==> src/rtl/offset_adder_arbiter_if.sv <==
// rtl/offset_adder_arbiter_if.sv - requester and result signal bundle for the shared offset adder
// Groups both requester request/operand/grant signals and the result handshake.
interface offset_adder_arbiter_if #(
    parameter int DW   = 16,
    parameter int IMMW = 8
);
    logic            br_req;
    logic [DW-1:0]   br_base;
    logic [IMMW-1:0] br_imm;
    logic            br_gnt;
    logic            lsu_req;
    logic [DW-1:0]   lsu_base;
    logic [IMMW-1:0] lsu_imm;
    logic            lsu_gnt;
    logic            res_valid;
    logic            res_ready;
    logic [DW-1:0]   res_data;
    logic            res_owner;
    logic            res_ovf;

    modport master (
        output br_req, br_base, br_imm, lsu_req, lsu_base, lsu_imm, res_ready,
        input  br_gnt, lsu_gnt, res_valid, res_data, res_owner, res_ovf
    );

    modport slave (
        input  br_req, br_base, br_imm, lsu_req, lsu_base, lsu_imm, res_ready,
        output br_gnt, lsu_gnt, res_valid, res_data, res_owner, res_ovf
    );
endinterface

==> src/rtl/offset_adder_arbiter.sv <==
// rtl/offset_adder_arbiter.sv - shared base + sign-extended immediate adder for branch and LSU
// OFFSET_ARB_RR_EN selects round-robin arbitration; otherwise branch has fixed priority.
module offset_adder_arbiter #(
    parameter int DW   = 16,
    parameter int IMMW = 8
) (
    input  logic                              clk,
    input  logic                              rst_n,
    offset_adder_arbiter_if.slave             bus
);
    typedef enum logic {
        EMPTY = 1'b0,
        FULL  = 1'b1
    } slot_state_e;

    slot_state_e   state_q, state_d;
    logic [DW-1:0] res_data_q, res_data_d;
    logic          res_owner_q, res_owner_d;
    logic          res_ovf_q, res_ovf_d;

    logic            can_grant;
    logic            pick_lsu;
    logic            br_gnt, lsu_gnt;
    logic [DW-1:0]   sel_base;
    logic [IMMW-1:0] sel_imm;
    logic [DW-1:0]   ext_imm;
    logic [DW-1:0]   sum;
    logic            ovf;

`ifdef OFFSET_ARB_RR_EN
    logic last_owner_q, last_owner_d;
`endif

    always_comb begin
        // Reset gates the grants so no requester sees a capture while the slot is cleared.
        can_grant = rst_n && ((state_q == EMPTY) || bus.res_ready);
`ifdef OFFSET_ARB_RR_EN
        pick_lsu  = (bus.br_req && bus.lsu_req) ? !last_owner_q : bus.lsu_req;
`else
        pick_lsu  = bus.lsu_req && !bus.br_req;
`endif
        br_gnt    = can_grant && bus.br_req && !pick_lsu;
        lsu_gnt   = can_grant && pick_lsu;

        sel_base  = pick_lsu ? bus.lsu_base : bus.br_base;
        sel_imm   = pick_lsu ? bus.lsu_imm  : bus.br_imm;
        ext_imm   = {{(DW - IMMW + 1){sel_imm[IMMW-1]}}, sel_imm[IMMW-2:0]};
        sum       = sel_base + ext_imm;
        ovf       = (sel_base[DW-1] == ext_imm[DW-1]) && (sum[DW-1] != sel_base[DW-1]);
    end

    always_comb begin
        state_d     = state_q;
        res_data_d  = res_data_q;
        res_owner_d = res_owner_q;
        res_ovf_d   = res_ovf_q;
`ifdef OFFSET_ARB_RR_EN
        last_owner_d = last_owner_q;
`endif
        if (br_gnt || lsu_gnt) begin
            state_d     = FULL;
            res_data_d  = sum;
            res_owner_d = lsu_gnt;
            res_ovf_d   = ovf;
`ifdef OFFSET_ARB_RR_EN
            last_owner_d = lsu_gnt;
`endif
        end else if ((state_q == FULL) && bus.res_ready) begin
            state_d = EMPTY;
        end
    end

    always_ff @(posedge clk or negedge rst_n) begin
        if (!rst_n) begin
            state_q     <= EMPTY;
            res_data_q  <= '0;
            res_owner_q <= 1'b0;
            res_ovf_q   <= 1'b0;
`ifdef OFFSET_ARB_RR_EN
            last_owner_q <= 1'b1;
`endif
        end else begin
            state_q     <= state_d;
            res_data_q  <= res_data_d;
            res_owner_q <= res_owner_d;
            res_ovf_q   <= res_ovf_d;
`ifdef OFFSET_ARB_RR_EN
            last_owner_q <= last_owner_d;
`endif
        end
    end

    assign bus.br_gnt    = br_gnt;
    assign bus.lsu_gnt   = lsu_gnt;
    assign bus.res_valid = (state_q == FULL);
    assign bus.res_data  = res_data_q;
    assign bus.res_owner = res_owner_q;
    assign bus.res_ovf   = res_ovf_q;
endmodule
==> src/flat_wrapper.sv <==
// flat-port wrapper written by rule: the top's interface ports become plain ports
module offset_adder_arbiter_flat 
#(
    parameter int DW   = 16,
    parameter int IMMW = 8
)
  (clk, rst_n, bus_br_req, bus_br_base, bus_br_imm, bus_lsu_req, bus_lsu_base, bus_lsu_imm, bus_res_ready, bus_br_gnt, bus_lsu_gnt, bus_res_valid, bus_res_data, bus_res_owner, bus_res_ovf);
  offset_adder_arbiter_if #(.DW(DW), .IMMW(IMMW)) bus_i ();
  input  logic clk;
  input  logic rst_n;
  input wire logic [$bits(bus_i.br_req)-1:0] bus_br_req;
  input wire logic [$bits(bus_i.br_base)-1:0] bus_br_base;
  input wire logic [$bits(bus_i.br_imm)-1:0] bus_br_imm;
  input wire logic [$bits(bus_i.lsu_req)-1:0] bus_lsu_req;
  input wire logic [$bits(bus_i.lsu_base)-1:0] bus_lsu_base;
  input wire logic [$bits(bus_i.lsu_imm)-1:0] bus_lsu_imm;
  input wire logic [$bits(bus_i.res_ready)-1:0] bus_res_ready;
  output wire logic [$bits(bus_i.br_gnt)-1:0] bus_br_gnt;
  output wire logic [$bits(bus_i.lsu_gnt)-1:0] bus_lsu_gnt;
  output wire logic [$bits(bus_i.res_valid)-1:0] bus_res_valid;
  output wire logic [$bits(bus_i.res_data)-1:0] bus_res_data;
  output wire logic [$bits(bus_i.res_owner)-1:0] bus_res_owner;
  output wire logic [$bits(bus_i.res_ovf)-1:0] bus_res_ovf;
  assign bus_i.br_req = bus_br_req;
  assign bus_i.br_base = bus_br_base;
  assign bus_i.br_imm = bus_br_imm;
  assign bus_i.lsu_req = bus_lsu_req;
  assign bus_i.lsu_base = bus_lsu_base;
  assign bus_i.lsu_imm = bus_lsu_imm;
  assign bus_i.res_ready = bus_res_ready;
  assign bus_br_gnt = bus_i.br_gnt;
  assign bus_lsu_gnt = bus_i.lsu_gnt;
  assign bus_res_valid = bus_i.res_valid;
  assign bus_res_data = bus_i.res_data;
  assign bus_res_owner = bus_i.res_owner;
  assign bus_res_ovf = bus_i.res_ovf;
  offset_adder_arbiter #(.DW(DW), .IMMW(IMMW)) u_core (.clk(clk), .rst_n(rst_n), .bus(bus_i));
endmodule
==> config.mk <==
export PLATFORM = sky130hd
export DESIGN_NAME = offset_adder_arbiter_flat
export DESIGN_NICKNAME = d
export VERILOG_FILES = /design/src/rtl/offset_adder_arbiter_if.sv /design/src/rtl/offset_adder_arbiter.sv /design/src/flat_wrapper.sv
export SDC_FILE = /design/constraint.sdc
export NUM_CORES = 1
export LEC_CHECK = 0
export ABC_AREA = 0
export CORE_ASPECT_RATIO = 0.75
export CORE_MARGIN = 4
export CORE_UTILIZATION = 41
export DETAILED_ROUTE_END_ITERATION = 16
export HOLD_SLACK_MARGIN = 0.08
export PLACE_DENSITY = 0.77
export SYNTH_ARGS = -nofsm -noshare
export SYNTH_HDL_FRONTEND = slang
export SYNTH_SLANG_ARGS = --single-unit
==> constraint.sdc <==
create_clock -name clk -period 1.2 [get_ports clk]
set_input_delay 0.36 -clock clk [delete_from_list [all_inputs] [get_ports clk]]
set_output_delay 0.36 -clock clk [all_outputs]
set_load 0.005 [all_outputs]
# Word-level counts from Yosys, hierarchy flattened
# Index checks and enable logic that the tools add are counted.
# word_totals
reg_bits	19
latch_bits	0
mem_bits_rw	0
mem_bits_ro	0
inputBits	53
out_inout_bits	21
elab_cells	24
mem_count	0
# classes
addsub	1
multipliers	0
div	0
order_cmp	0
n_eq_ne	2
n_shift	0
muxes	4
n_bitwise	1
reduce_logical	12
# op_table
operator	count
$add A16 B16 Y16	1
$mux W16	1
$mux W8	1
$logic_and A1 B1 Y1	7
$logic_not A1 Y1	2
$logic_or A1 B1 Y1	2
$mux W1	2
$reduce_bool A2 Y1	1
$eq A1 B1 Y1	1
$ne A1 B1 Y1	1
$not A1 Y1	1

# Depth between registers and ports, before layout
# depth
depth_word	7
ltp_mapped	16
depth_no_buf	11

# Worst setup path after synthesis
# No wires, ideal clock.
# synth_path
kind	in2reg
start	input port bus_lsu_req
end	register u_core.res_data_q[12] (netlist: u_core.bus.res_data[12])
arrival_time_ps	3370
t_required_ps	1066
slack_ps	-2304
stages	16
path_cell_list	nor2b_4 > buf_6 > buf_6 > buf_4 > buf_4 > buf_2 > mux2_2 > ha_1 > fa_1 > a211oi_1 > o21ai_0 > a41oi_2 > a21boi_2 > a31oi_1 > xor2_1 > o21ai_0
# synth_via
elab_chain_len	4
# synth_lines
element	line	rtl
start, declared	flat_wrapper.sv:14	input wire logic [$bits(bus_i.lsu_req)-1:0] bus_lsu_req;
$logic_and A1 B1 Y1 (*)	offset_adder_arbiter.sv:40	pick_lsu = bus.lsu_req && !bus.br_req;
branches (longest 3 deep; another with $add A16 B16 Y16)	n/a	
end signal, assigned	offset_adder_arbiter.sv:84	res_data_q <= res_data_d;
end, declared	offset_adder_arbiter.sv:17	logic [DW-1:0] res_data_q, res_data_d;
# Every way passes the cells marked *.
# A chain may end at the register's enable or synchronous reset.

# Final worst setup path
# layout_path
start	input port bus_br_req
end	register u_core.res_data_q[11] (netlist: u_core.bus.res_data[11])
# layout_via
elab_chain_len	5
# layout_lines
element	line	rtl
start, declared	flat_wrapper.sv:11	input wire logic [$bits(bus_i.br_req)-1:0] bus_br_req;
branches (longest 5 deep; another with $add A16 B16 Y16)	n/a	
# Several ways; the timed one is not identified.

==> impl_metrics.toml <==
[critical_path]
crit_path_end_kind = "register"
worstSetupStartpointType = "input port"
cp.required_ns = 1.33
cp_max_fo = 5
critPathKind = "in2reg"
cp.arrival_ns = 2.80
rr_startpoint = "u_core.bus.res_valid"
critPathLaunch = "bus_br_req"

[run_status]
violations = "setup timing"
status = "finished, violations left"

[logic_synthesis]
ys.flop_type = "dfrtp_1"
netlist_instances = 238
ys_warn_count = 0
avgSynthCellArea_um2 = 8.50
syn-num-nets = 303
seq_area_frac_synth_pct = 23.5
async_flop_share_pct = 100
ys_seq_elements = 19
syn_area_um2 = 2020
synth_edf_count = 0
yosysUniqueCellTypes = 46

[sta]
clock.fmax_mhz = 374
finalWorstSetupSlack_ns = -1.47
fin_skew_ns = 0.00248
timing.hold.ws_ns = 0.487
setup_viol = 21
worst_pin_slew_ns = 0.412
drv_slew = 0
tns_ns = -21.25
period_share_pct = 223
finalCriticalPeriod_ns = 2.67
relSlewSlack_pct = 71.8
rsz0062_at_grt = "yes"
hold_viol_final = 0

[final_layout]
finalCoreUtilization_pct = 83.9
final_layout_size_suffix_gt1_share_pct = 49.5
layout_common_cells = "buf_4 (73), clkdlybuf4s50_1 (51), nand2_1 (30)"
area_delta_synth_final_pct = 90.7
nNetsFinal = 454
layout_commonest_cell = "buf_4"
final_area_um2 = 3860
final_cells = 445
diodes = 0

[die]
die_x_um = 89.1
coreArea_um2 = 4600
die_area_um2 = 6130
initial_core_util_pct = 44.0
num_rows = 21
die_y_um = 68.8
boundaryPins = 74

[grt]
antenna_found_initial = 0
grt_max_degree = 20
grt_pass1_wl_um = 11900
grt-ovfl-total = 0
grt_pass1_vias = 2375
gr-usage-all-layers_pct = 25.7

[route]
wirelength_um = 8310
antenna_left = 0
drtPass1Iterations = 4
vias_per_cell = 5.57
drc = 0
wire_per_inst_um = 18.7
dr.first_iter.drc_count = 159
num_vias = 2478

[clocking]
clk_pin_slew_ns = 0.08
htreeDepth = 1
cts-root-buf = "clkbuf_8"
cts_tree = "built"
clk_latency_ns = 0.25
cts_buffers = 3
cts.path.max_buffers = 2
numClockSinks = 19
postCtsHoldBufs = 0

[placed_design]
hpwl_um = 5290
numPortBuffers = 73
dp.cells = 411
dpl_cell_area_um2 = 3250
globalplace.congestion = 0.917
dpl_worst_slack_ns = -2.14

[power]
p_leak_nw = 1.68
total_power_mw = 3.91
power_density_nw_per_um2 = 1010
peakVddDrop_uv = 1020

[worst_hold_path]
min_path_type = "reg2reg"
min_from = "u_core.bus.res_data[7]"

[run]
maxCapViolations = 0
==> power breakdown <==
group	switching [mW]	leakage, nW	total, mW	internal, mW
clock network	0.219	0.0228	0.455	0.236
registers	0.114	0.234	0.946	0.832
logic	1.13	1.42	2.51	1.38
==> synth_stat cells, types with 2 or more instances <==
cell | instances | share of area (%)
a211oi_1 | 3 | 1.1
a21oi_1 | 15 | 3.7
a31oi_1 | 2 | 0.62
a41oi_2 | 2 | 1.6
and2_1 | 2 | 0.62
and3_1 | 3 | 0.93
buf_2 | 2 | 0.50
buf_4 | 3 | 1.1
buf_6 | 4 | 2.2
clkbuf_1 | 6 | 1.1
dfrtp_1 | 19 | 24
ha_1 | 11 | 6.8
inv_1 | 6 | 1.1
maj3_2 | 2 | 1.1
mux2_2 | 21 | 12
mux2i_1 | 8 | 4.0
nand2_1 | 33 | 6.1
nand2b_1 | 3 | 0.93
nand3_1 | 5 | 1.2
nor2_1 | 15 | 2.8
nor3_1 | 5 | 1.2
o21ai_0 | 18 | 4.5
o21ai_1 | 3 | 0.74
o22ai_1 | 2 | 0.62
o31ai_1 | 3 | 1.1
o32ai_1 | 2 | 0.87
or2_2 | 2 | 0.62
xnor2_1 | 15 | 6.5
xor2_1 | 6 | 2.6
==> cell families after synthesis <==
logic type | share of synthesized area, %
adder cells (fa/ha/maj) | 8.91
AND/OR/NAND/NOR | 16.9
buffers and inverters | 6.06
XOR/XNOR | 9.10
flip-flops | 23.5
AO/OA/AOI/OAI | 19.2
multiplexers | 16.3
==> registers in the layout, summed over array words and instances, names as in the netlist <==
register              count
u_core.bus.res_data      16
u_core.bus.res_ovf        1
u_core.bus.res_owner      1
u_core.bus.res_valid      1
==> worst paths after layout <==
check	end	slack, ns	cells past startpoint
worst max register to register	u_core.bus.res_data[1]	-0.33	6
min in group asynchronous	u_core.bus.res_data[5]	0.57	2
worst max-delay path	u_core.bus.res_data[11]	-1.47	16
worst min-delay path	u_core.bus.res_data[7]	0.49	2
worst min register to register	u_core.bus.res_data[7]	0.49	2
max in group asynchronous	u_core.bus.res_data[9]	0.43	2
==> final cells by class <==
type | count | area (um^2)
Inverter | 6 | 25.0
Clock buffer | 4 | 45.0
Fill cell | 264 | 742
Multi-Input combinational cell | 198 | 1840
Tap cell | 57 | 71.3
Sequential cell | 19 | 475
Timing Repair Buffer | 161 | 1400
==> worst max-delay path, cell delays in order <==
cell      delay, ns
buf_8          0.10
nor2b_4        0.12
buf_6          0.13
buf_8          0.13
buf_12         0.12
mux2_4         0.31
ha_4           0.27
nand3_2        0.08
nand2_2        0.07
o211ai_1       0.21
buf_4          0.18
nand2_4        0.06
buf_6          0.14
a21oi_2        0.14
xor2_1         0.24
o21ai_1        0.12
==> per-layer routing <==
layer | vias up | share of wire (%) | GRT usage, % | wire length (um)
li1 | 1158 | - | - | -
met1 | 1182 | 40 | 33.7 | 3320
met2 | 126 | 49 | 45.7 | 4070
met3 | 12 | 9.2 | 2.61 | 765
met4 | 0 | 1.9 | 6.13 | 155
met5 | - | 0 | 0 | 0
==> what timing repair did <==
action                                  in CTS  in global routing
endpoints found under the setup margin      40                 27
gates cloned                                 3                  0
pin swaps                                   20                 36
setup buffers                               24                 11
gates resized for setup                    135                 37
(Power assumes the default switching activity.)
